**config.mk**
```make
export PLATFORM = sky130hd
export DESIGN_NAME = inst_fetch_queue
export DESIGN_NICKNAME = d
export VERILOG_FILES = /design/src/rtl/inst_fetch_queue.sv
export SDC_FILE = /design/constraint.sdc
export NUM_CORES = 1
export LEC_CHECK = 0
export ABC_AREA = 0
export CAP_MARGIN = 20
export CORE_MARGIN = 1.5
export CORE_UTILIZATION = 38
export DETAILED_ROUTE_END_ITERATION = 8
export DONT_BUFFER_PORTS = 1
export SYNTH_ARGS = -nofsm -noshare
export SYNTH_HDL_FRONTEND = slang
export SYNTH_SLANG_ARGS = --single-unit
```
**constraint.sdc**
```tcl
create_clock -name clk_in -period 12.1 [get_ports clk_in]
set_input_delay 1.815 -clock clk_in [delete_from_list [all_inputs] [get_ports clk_in]]
set_output_delay 1.815 -clock clk_in [all_outputs]
set_load 0.01 [all_outputs]
```
**src/rtl/inst_fetch_queue.sv**
```systemverilog
// Instruction fetch front end: keeps one icache request in flight, predecodes each reply to
// predict the next PC, and buffers {inst, pc, pred_taken, pred_pc} in a circular queue for decode.
module inst_fetch_queue #(
  parameter int unsigned QUEUE_WIDTH = 4,
  parameter logic [31:0] RESET_PC    = 32'h0000_0000,
  parameter bit          JALR_STALL  = 1'b1
) (
  input  logic                 clk_in,
  input  logic                 rst_in,
  input  logic                 rdy_in,
  input  logic                 clr_in,
  input  logic [31:0]          clr_pc,
  output logic                 ic_req_valid,
  output logic [31:0]          ic_req_pc,
  input  logic                 ic_resp_valid,
  input  logic [31:0]          ic_resp_inst,
  output logic [31:0]          bp_pc,
  input  logic                 bp_taken,
  output logic                 out_valid,
  output logic [31:0]          out_inst,
  output logic [31:0]          out_pc,
  output logic                 out_pred_taken,
  output logic [31:0]          out_pred_pc,
  input  logic                 deq_ready,
  output logic [QUEUE_WIDTH:0] queue_count
);

  localparam int unsigned          QUEUE_DEPTH = 1 << QUEUE_WIDTH;
  localparam logic [QUEUE_WIDTH:0] DEPTH_C     = {1'b1, {QUEUE_WIDTH{1'b0}}};
  localparam logic [6:0]           OP_JAL      = 7'b1101111;
  localparam logic [6:0]           OP_BRANCH   = 7'b1100011;
  localparam logic [6:0]           OP_JALR     = 7'b1100111;

  typedef enum logic [1:0] {
    S_IDLE  = 2'd0,
    S_FETCH = 2'd1,
    S_DROP  = 2'd2,
    S_HALT  = 2'd3
  } state_t;

  state_t                 state_q, state_d;
  logic                   req_q, req_d;
  logic [31:0]            pc_q, pc_d;
  logic [QUEUE_WIDTH-1:0] head_q, head_d, tail_q, tail_d;
  logic [QUEUE_WIDTH:0]   count_q, count_d, count_after_deq;

  logic [31:0] mem_inst    [QUEUE_DEPTH];
  logic [31:0] mem_pc      [QUEUE_DEPTH];
  logic        mem_taken   [QUEUE_DEPTH];
  logic [31:0] mem_pred_pc [QUEUE_DEPTH];

  logic        deq_fire, enq_fire;
  logic [6:0]  opcode;
  logic [31:0] imm_j, imm_b, pc_plus4, pred_pc;
  logic        pred_taken, is_jalr;

  // Handshakes: the decoder takes the head on a cycle where out_valid && deq_ready; the icache
  // returns exactly one ic_resp_valid pulse per request. Neither counts while rdy_in is low or
  // while clr_in flushes the front end.
  assign deq_fire = rdy_in && !clr_in && (count_q != '0) && deq_ready;
  assign enq_fire = rdy_in && !clr_in && (state_q == S_FETCH) && ic_resp_valid;
  assign count_after_deq = count_q - (QUEUE_WIDTH + 1)'(deq_fire);

  // Predecode of the returned instruction against the address it was fetched from.
  assign opcode   = ic_resp_inst[6:0];
  assign imm_j    = {{12{ic_resp_inst[31]}}, ic_resp_inst[19:12], ic_resp_inst[20],
                     ic_resp_inst[30:21], 1'b0};
  assign imm_b    = {{20{ic_resp_inst[31]}}, ic_resp_inst[7], ic_resp_inst[30:25],
                     ic_resp_inst[11:8], 1'b0};
  assign pc_plus4 = pc_q + 32'd4;
  assign is_jalr  = (opcode == OP_JALR);

  always_comb begin
    pred_taken = 1'b0;
    pred_pc    = pc_plus4;
    if (opcode == OP_JAL) begin
      pred_taken = 1'b1;
      pred_pc    = pc_q + imm_j;
    end else if ((opcode == OP_BRANCH) && bp_taken) begin
      pred_taken = 1'b1;
      pred_pc    = pc_q + imm_b;
    end
  end

  // State register
  always_ff @(posedge clk_in or posedge rst_in) begin
    if (rst_in) begin
      state_q <= S_IDLE;
      req_q   <= 1'b0;
      pc_q    <= RESET_PC;
      head_q  <= '0;
      tail_q  <= '0;
      count_q <= '0;
    end else begin
      state_q <= state_d;
      req_q   <= req_d;
      pc_q    <= pc_d;
      head_q  <= head_d;
      tail_q  <= tail_d;
      count_q <= count_d;
    end
  end

  // Next-state logic; flush has priority over every other event.
  always_comb begin
    state_d = state_q;
    pc_d    = pc_q;
    if (rdy_in) begin
      if (clr_in) begin
        pc_d = clr_pc;
        if ((state_q == S_FETCH) || (state_q == S_DROP))
          state_d = ic_resp_valid ? S_IDLE : S_DROP;
        else
          state_d = S_IDLE;
      end else begin
        case (state_q)
          S_IDLE:  if (count_after_deq < DEPTH_C) state_d = S_FETCH;
          S_FETCH: if (ic_resp_valid) begin
            pc_d    = pred_pc;
            state_d = (is_jalr && JALR_STALL) ? S_HALT : S_IDLE;
          end
          S_DROP:  if (ic_resp_valid) state_d = S_IDLE;
          default: state_d = state_q;
        endcase
      end
    end
    req_d = (state_d == S_FETCH) || (state_d == S_DROP);
  end

  always_comb begin
    head_d  = head_q;
    tail_d  = tail_q;
    count_d = count_q;
    if (rdy_in && clr_in) begin
      head_d  = '0;
      tail_d  = '0;
      count_d = '0;
    end else begin
      if (deq_fire) head_d = head_q + QUEUE_WIDTH'(1);
      if (enq_fire) tail_d = tail_q + QUEUE_WIDTH'(1);
      count_d = count_after_deq + (QUEUE_WIDTH + 1)'(enq_fire);
    end
  end

  // A reply only arrives for the single outstanding request, which was issued with a free slot.
  always_ff @(posedge clk_in) begin
    if (enq_fire) begin
      mem_inst[tail_q]    <= ic_resp_inst;
      mem_pc[tail_q]      <= pc_q;
      mem_taken[tail_q]   <= pred_taken;
      mem_pred_pc[tail_q] <= pred_pc;
    end
  end

  // Outputs
  always_comb begin
    ic_req_valid   = req_q;
    ic_req_pc      = pc_q;
    bp_pc          = pc_q;
    queue_count    = count_q;
    out_valid      = (count_q != '0);
    out_inst       = '0;
    out_pc         = '0;
    out_pred_taken = 1'b0;
    out_pred_pc    = '0;
    if (out_valid) begin
      out_inst       = mem_inst[head_q];
      out_pc         = mem_pc[head_q];
      out_pred_taken = mem_taken[head_q];
      out_pred_pc    = mem_pred_pc[head_q];
    end
  end

endmodule

```
==> metrics list, run 1 <==
- In this run, post-CTS hold repair placed 0 buffers.
* Area grow syn2layout: 12.76%
- STA puts the critical path data required time at 10.28 ns.
* Internal power contribution: ~10,000 µW
- Sort of element at the end of the critical path: primary output
* Global-route usage over all layers: between 10% and 20%
- Fraction of the mapped netlist area in compound gates: 3.062%
- Count of unique library cells instantiated by Yosys: 74
- The HPWL after detailed placement is approximately 98,000 µm.
- Synthesis inferred around 1,600 register bits.
* Max-slew violation total from the final report: 0
* Root buffer cell: clkbuf_16
* Fmax: ~150 MHz
- After Yosys synthesis, full adders, half adders and majority gates account for between 1 and 1.5% of the synthesized area.
- Sequential cell area fraction in the yosys report: about three quarters
- In this run the static leakage power is between 0.02 and 0.025 µW.
- Leaving out fill and tap cells, the most frequent cell in the layout is edfxtp_1.
* Vertical extent of the die: just over 400 µm
- Hold depth: 1
* Flop-to-flop setup slack: between 7 and 8 ns
- In this run, flip-flops and latches consume approximately 44% of the power.
- The die is between 400 and 500 µm wide.
- The initial antenna violation count was 21.
* RePlAce Congestion: 0.9102
* Pwr per Cell Area: between 150 and 200 nW/µm²
- Post-route fraction of the period consumed by the critical path: between 50% and 60%
- Synthesized area: 64,560 µm²
* RSZ-0062 raised after global routing: false
* Post-route antenna net violation count: 0
- Across all hold checks on the routed design, the worst slack comes to between 0.6 and 0.7 ns.
- Flip-flop cell with the highest count after synthesis: edfxtp_1
- Fin area: approximately 73,000 µm²
- Data arrival time of the critical path: 4.76 ns
* Net Sw Power: around 3900 µW
- For the final database, setup skew stands at between 0.02 and 0.025 ns.
* Number of buffers created by CTS: roughly 160
- Aggregate routed wire length: 172,300 µm
* Commonest non-fill, non-tap cells in the layout: edfxtp_1 (1,536), mux4_2 (480), clkbuf_16 (163), and2_1 (110), buf_4 (103)
* Max rail drop VDD: between 0.0001 and 0.00015 V
- The flow ran to the end, and the final reports show no timing, DRC or antenna violations.
* Clock tree from TritonCTS: yes
* Worst hold path type: reg2reg
* Syn Nets: ~3,200
* Effective utilization at floorplan: between 30% and 40%
- Entering global routing, the biggest net connects between 100 and 150 pins.
* Main combinational cell family by area after synthesis: multiplexers
- In this run the number of H-tree levels came out at 4.
* Length in cells of the worst reg-to-reg path: 8
* Sum of overflow across all layers after global routing: 0
* Clock slew at reported path FFs: 0.06 ns
* R2R Path Start: state_q[1]$_DFF_PP0_
- I/O Buffers: 0
* Gate Count Post-Synth: between 3,000 and 4,000
- Share of flip-flops with an asynchronous set or reset after synthesis: approximately 3%
- The total count of hold-check failures in the final report came to 0.
- The share of total power dissipated in the clock network is 35.0%.
* First-iteration detailed-routing DRC count: about 3,500
- Across all layers, the routed design uses roughly 32,000 vias.
- Measured against its own limit, the worst slew margin works out to 19.50%.
- End of the worst hold path: tail_q[1]$_DFFE_PP0P_
- Fraction of final layout cells with drive strength greater than 1: roughly a quarter
- The synthesized design contains about 1,500 enable-type register cells.
* Area after detailed placement: roughly 67,000 µm²
- Net switching share of the total power: 27.25%
- Share of synthesized area spent on multiplexers: 16.85%
- Cells fill 43.05% of the core in the end.
- Rows: around 150
- CP Launch Type: register
* Sinks on the clock net: about 1,600
- Latest clock arrival within the worst-skew pair: between 0.7 and 0.8 ns
- Residual DRC: 0
- During synthesis, Yosys emitted a total of 0 warnings.
* Launch point of the worst hold path: tail_q[1]$_DFFE_PP0P_
- Via-per-instance ratio: about 5.8
* Total Die Area: between 150,000 and 200,000 µm²
* Reg2reg end: mem_pc[10][2]$_DFFE_PP_
- Post_cts resized: 0
- The setup path with the least slack is of type reg2out.
- Post-CTS setup buffers: 0
- Wire length of the first global-routing pass: ~240,000 µm
- Final min period: 6.575 ns
- Number of global-route vias before repair: roughly 32,000
* Number of iterations in the first detailed-routing pass: 8
* Endpoints failing setup: 0
- Combinational cells account for about a fifth of the total power.
- Dividing the detail-routed wire length by the instance count gives approximately 31 µm.
- Share of the synthesized netlist area taken by xor and xnor gates: less than 1%
- Layout Nets: approximately 3,300
* Max FO, Critical Path: 73
- The tool flagged a number of max-cap violations equal to 0.
- In this run the mean area of a mapped cell was about 21 µm².
- Area of the core: approximately 170,000 µm²
- I/O pin cnt: between 200 and 250
- For the pin with the worst max-slew slack, the measured transition is about 1.2 ns.
- Synth Area in Simple Gates: 3.198%
* Deepest clock path buffer count: 3
critical path: stages, from the launching register on:
cell	delay (ns)
dfrtp_4	0.85
buf_4	0.80
buf_4	0.95
mux4_2	0.41
mux4_2	0.52
and2_1	0.22
layout make-up:
| class | count | area [µm²] |
|---|---|---|
| Clock inverter | 93 | 1062 |
| Fill cell | 14360 | 96290 |
| Timing Repair Buffer | 109 | 884.6 |
| Inverter | 37 | 138.9 |
| Multi-Input combinational cell | 1293 | 16340 |
| Antenna cell | 11 | 27.53 |
| Sequential cell | 1584 | 47340 |
| Clock buffer | 195 | 4229 |
| Tap cell | 2218 | 2775 |
per-layer routing:
metal,GRT usage (%),routed length [µm],up-vias,share of wire [%]
met1,26.94,70820,17360,41
met2,32.95,84670,1151,49
met5,0,106,-,0.062
met4,4.941,3844,18,2.2
li1,-,-,13120,-
met3,4.261,12870,247,7.5
per-stage QoR:
| step | total power [µW] | cells | TNS, ns | setup WS [ns] |
|---|---|---|---|---|
| 2_1_floorplan | 8549 | 3112 | -66.96 | -0.1744 |
| 3_3_place_gp | 9442 | 5239 | 0 | 6.258 |
| 3_5_place_dp | 9465 | 5239 | 0 | 6.186 |
| 4_1_cts | 14440 | 5527 | 0 | 5.385 |
| 5_1_grt | 14790 | 5530 | 0 | 5.161 |
| 6_report | 14260 | 5540 | 0 | 5.525 |
worst max path at each step:
stage,slack (ns),startpoint,end,depth (start not counted)
after floorplan,-0.17,rdy_in,mem_inst[0][0]$_DFFE_PP_,4
after global placement,6.26,ic_resp_inst[6],mem_pred_pc[10][31]$_DFFE_PP_,9
after detailed placement,6.19,ic_resp_inst[6],mem_pred_pc[13][31]$_DFFE_PP_,9
after CTS,5.39,head_q[0]$_DFFE_PP0P_,out_inst[7],5
after global routing,5.16,head_q[0]$_DFFE_PP0P_,out_pred_pc[3],5
final,5.52,head_q[1]$_DFFE_PP0P_,out_inst[30],5
sequential cells by signal, indices dropped and copies added, names as in the netlist:
signal,count
bp_pc,32
head_q,4
ic_req_valid,1
mem_inst,512
mem_pc,512
mem_pred_pc,496
mem_taken,16
queue_count,5
state_q,2
tail_q,4
power by group through the flow:
| stage | combinational, µW | sequential [µW] | clock [µW] |
|---|---|---|---|
| finish | 2970 | 6300 | 5000 |
| global route | 3200 | 6300 | 5280 |
| CTS | 3060 | 6300 | 5090 |
| detailed placement | 3050 | 6420 | 0 |
| global placement | 3030 | 6410 | 0 |
| floorplan | 2120 | 6430 | 0 |
Yosys cell counts (15+ instances only):
cell / instances / area [µm²]
edfxtp_1: 1536 / 46120
mux4_2: 480 / 10810
clkbuf_1: 119 / 446.7
and2_1: 115 / 719.4
nand2_1: 84 / 315.3
nor2_1: 79 / 296.5
a21oi_1: 67 / 335.3
ha_1: 57 / 713.2
dfrtp_1: 48 / 1201
o21ai_0: 48 / 240.2
a21o_1: 38 / 285.3
buf_1: 38 / 142.6
inv_1: 37 / 138.9
buf_4: 34 / 255.2
xor2_1: 32 / 280.3
xnor2_1: 30 / 262.8
nand3_1: 26 / 130.1
a22o_1: 23 / 201.4
nand4_1: 17 / 106.4
and3_1: 15 / 93.84
kinds of logic (layout without fill, tap and decap cells):
group | count (synthesis) | in the layout
AOI/OAI and AO/OA | 288 | 288
xor gates and xnor gates | 62 | 62
adders and majority gates | 59 | 59
buffers and inverters | 235 | 434
DFF | 1584 | 1584
muxes | 487 | 487
other | 0 | 11
and+or+nand+nor | 397 | 397
Power figures use the tool's default switching activity.
==> run 2: changes to the inputs <==
Clock period 12.1 ns to 6.8 ns, I/O delays scaled along.
==> run 2 against run 1 <==
Effect of this change:
- register-to-register slack got worse by 5.1 ns
- die area unchanged
- largest cell class unchanged
- clock power increased by 75%
- highest routed layer unchanged
==> metrics list, run 2 (synthesized netlist as in run 1, its figures left out) <==
- Sort of element at the end of the critical path: primary output
* Layout Nets: 3,314 (unchanged)
- Max FO, Critical Path: 42 (-42%)
* Number of failing hold endpoints at the final stage: 0 (unchanged)
* Root buffer cell: clkbuf_16
* Routed wirelength normalized by instance count: 30.69 µm (-1.3%)
* Clock tree from TritonCTS: yes
- The worst-case clock buffer depth was 3 (unchanged).
* # fillers: 14,300 (-0.41%)
- TNS Setup: 0 ns (unchanged)
- Number of iterations in the first detailed-routing pass: 6 (-2)
* Total Die Area: 172,400 µm² (unchanged)
- The first-iteration detailed-routing DRC count came to 3,823 (+9.2%).
- Residual DRC: 0 (unchanged)
- Global-route usage over all layers: 19.71% (-0.22 points)
- The latest clock arrival within the worst-skew pair came to 0.82 ns (+0.03 ns).
- The number of routed nets with antenna violations is 0 (unchanged).
- The net switching power is 7115 µW (+83%).
- The starting utilization of the core area was 38.18% (unchanged).
- Slew Limit Headroom: 17.36% (-2.1 points)
* Aggregate routed wire length: 170,200 µm (-1.2%)
- Post_cts resized: 0 (unchanged)
- Data arrival time of the critical path: 3.94 ns (-0.82 ns)
- Fmax: approximately 200 MHz
- Chain of cells forming the critical path: buf_4 > mux4_2 > mux4_2 > and2_1
* Launch point of the worst hold path: ic_resp_inst[4]
- Transition time at the pin with the least slew margin: 1.240 ns (+0.03213 ns)
- Post-placement cell count: 5,240 (+0.019%)
- The worst path uses roughly 73% of the clock period.
* Pwr per Cell Area: 347.3 nW/µm² (+77%)
- Post-CTS setup buffers: 0 (unchanged)
- Among the stages of the critical path, the cell type that occurs most often is mux4_2.
* Final total power: 25,350 µW (+78%)
- The worst supply voltage drop on vdd was 0.0003035 V (+110%).
- Die outline width: 415.2 µm (unchanged)
- The sequential power share is 44.3% (+0.2 points).
- The required time of the critical path was 5.78 ns (-4.50 ns).
- Total of hold buffers inserted after clock tree synthesis: 0 (unchanged)
- The number of vias in the routed layout came to 31,700 (-0.65%).
- The path class of the tightest hold or removal check is in2reg.
- The leakage power is 0.02271 µW (about the same).
- The ratio of cells with drive above 1 in the final layout came to 25.75% (-0.28 points).
* Internal power contribution: 18,230 µW (+76%)
- For the finished layout, the period the worst path requires is just under 5 ns.
- Pin count of the biggest net entering global routing: 100 (-16%)
- Area of the core: 169,100 µm² (unchanged)
- The number of I/O pins is 239 (unchanged).
- I/O Buffers: 0 (unchanged)
- The share of total power in the clock network is 34.6% (-0.4 points).
* H-Tree Depth: 4 (unchanged)
- The maximum single-stage delay on the critical path came to 1.00 ns (+0.05 ns).
- The combinational power share is 21.1% (+0.3 points).
- Setup repair after global routing left no endpoint under its margin.
- The via-per-instance ratio came to 5.717 (-0.72%).
- The number of pins exceeding their max-slew limit in the final report is 0 (unchanged).
* HPWL Detailed: 99,460 µm (+1.6%)
- Slowest-stage cell, CP: dfrtp_4
- The number of global-route vias before repair came to 32,300 (-0.38%).
- The total global routing overflow was 0 (unchanged).
- Commonest non-fill, non-tap cells in the layout: edfxtp_1 (1,536), mux4_2 (480), clkbuf_16 (160), and2_1 (110), buf_4 (88)
* Initial antenna violation count: 25 (+19%)
- Endpoints failing setup: 0 (unchanged)
- R2R Path Start: bp_pc[2]$_DFFE_PP0P_
- Result of the run: complete, no violations
- The die span in y came to 415.2 µm (unchanged).
* Category of the most critical setup path: reg2out
- Max-cap violations: 0 (unchanged)
* Commonest non-fill, non-tap cell in the layout: edfxtp_1
- Storage element area: 47,340 µm² (unchanged)
* Wire length of the first global-routing pass: 243,600 µm (-0.55%)
- Number of buffers created by CTS: 160 (+0.63%)
* Origin of the worst setup path: head_q[0]$_DFFE_PP0P_
- The total area of multi-input combinational cells was 16,380 µm² (+0.21%).
- Relative to the synthesized area, the layout overhead comes to 13.05%.
- Post-route clock skew: 0.03227 ns (+0.007454 ns)
* Sinks on the clock net: 1,584 (unchanged)
* RePlAce Congestion: 0.9236 (+1.5%)
* Largest registers: mem_inst (512), mem_pc (512), mem_pred_pc (496)
- The final cell count without fillers is 5,544 (+0.072%).
- STA classifies the critical path startpoint as a register.
- The clock transition at the register clock pins on the worst setup and hold paths after CTS is 0.06 ns (about the same).
- Net switching share of the total power: 28.07% (+0.82 points)
- Rows: 151 (unchanged)
[run 2: cell types whose count changed in the layout (fill, tap and decap cells not counted), sizes merged]
cell and change:
clkinv +15, clkbuf +3, bufinv -7, buf -1, clkinvlp +1, diode -5
inv -2
[run 2: worst max-delay path, delay by kind of cell (launching register included)]
kind                   cells  cell delay [ns]
muxes                      2             1.15
DFF                        1             1.00
buffers and inverters      1             0.66
and+or+nand+nor            1             0.25
[run 2: through the flow]
stage                     setup WS [ns]  area, µm²  util (%)  hold WS (ns)
final                             1.844      72990     43.16        0.2945
after global routing              1.619      72980     43.16        0.2481
after CTS                         1.707      72970     43.16        0.2284
after detailed placement          1.937      67690     40.03        0.5550
after global placement            1.932      67690     40.03        0.5507
after floorplan                 -0.6607      64590         -        0.5333
[run 2: worst paths after layout]
path | to | slack, ns | cells past startpoint
worst max-delay path | out_inst[9] | 1.84 | 4
min in group asynchronous | ic_req_valid$_DFF_PP0_ | 0.33 | 2
max in group asynchronous | head_q[3]$_DFFE_PP0P_ | 5.86 | 2
worst min-delay path | mem_inst[1][4]$_DFFE_PP_ | 0.29 | 0
worst min register to register | bp_pc[31]$_DFFE_PP0P_ | 0.58 | 2
worst max register to register | mem_pred_pc[12][23]$_DFFE_PP_ | 2.41 | 12
[run 2: cell type report]
cell class              instances  share of cell area [%]
diodes                          6                 0.02057
clock buffers                 198                   5.722
clock inverters               100                   1.509
inverters                      37                  0.1903
multi-input cells            1293                   22.44
flip-flops and latches       1584                   64.86
well taps                    2218                   3.802
repair buffers                108                   1.454
[run 2: per-layer routing]
metal  wire length, µm  global-route usage [%]  up-vias
met5               174                       0        -
li1                  -                       -    13090
met3             11960                   4.518      291
met2             83450                   32.15     1051
met1             69710                   26.17    17230
met4              4862                   6.474       28
[run 2: power groups by stage]
stage	sequential (µW)	combinational [µW]	clock, µW
after floorplan	11400	3770	0
after global placement	11400	5470	0
after detailed placement	11400	5480	0
after CTS	11200	5490	8930
after global routing	11200	5780	9280
final	11200	5350	8770
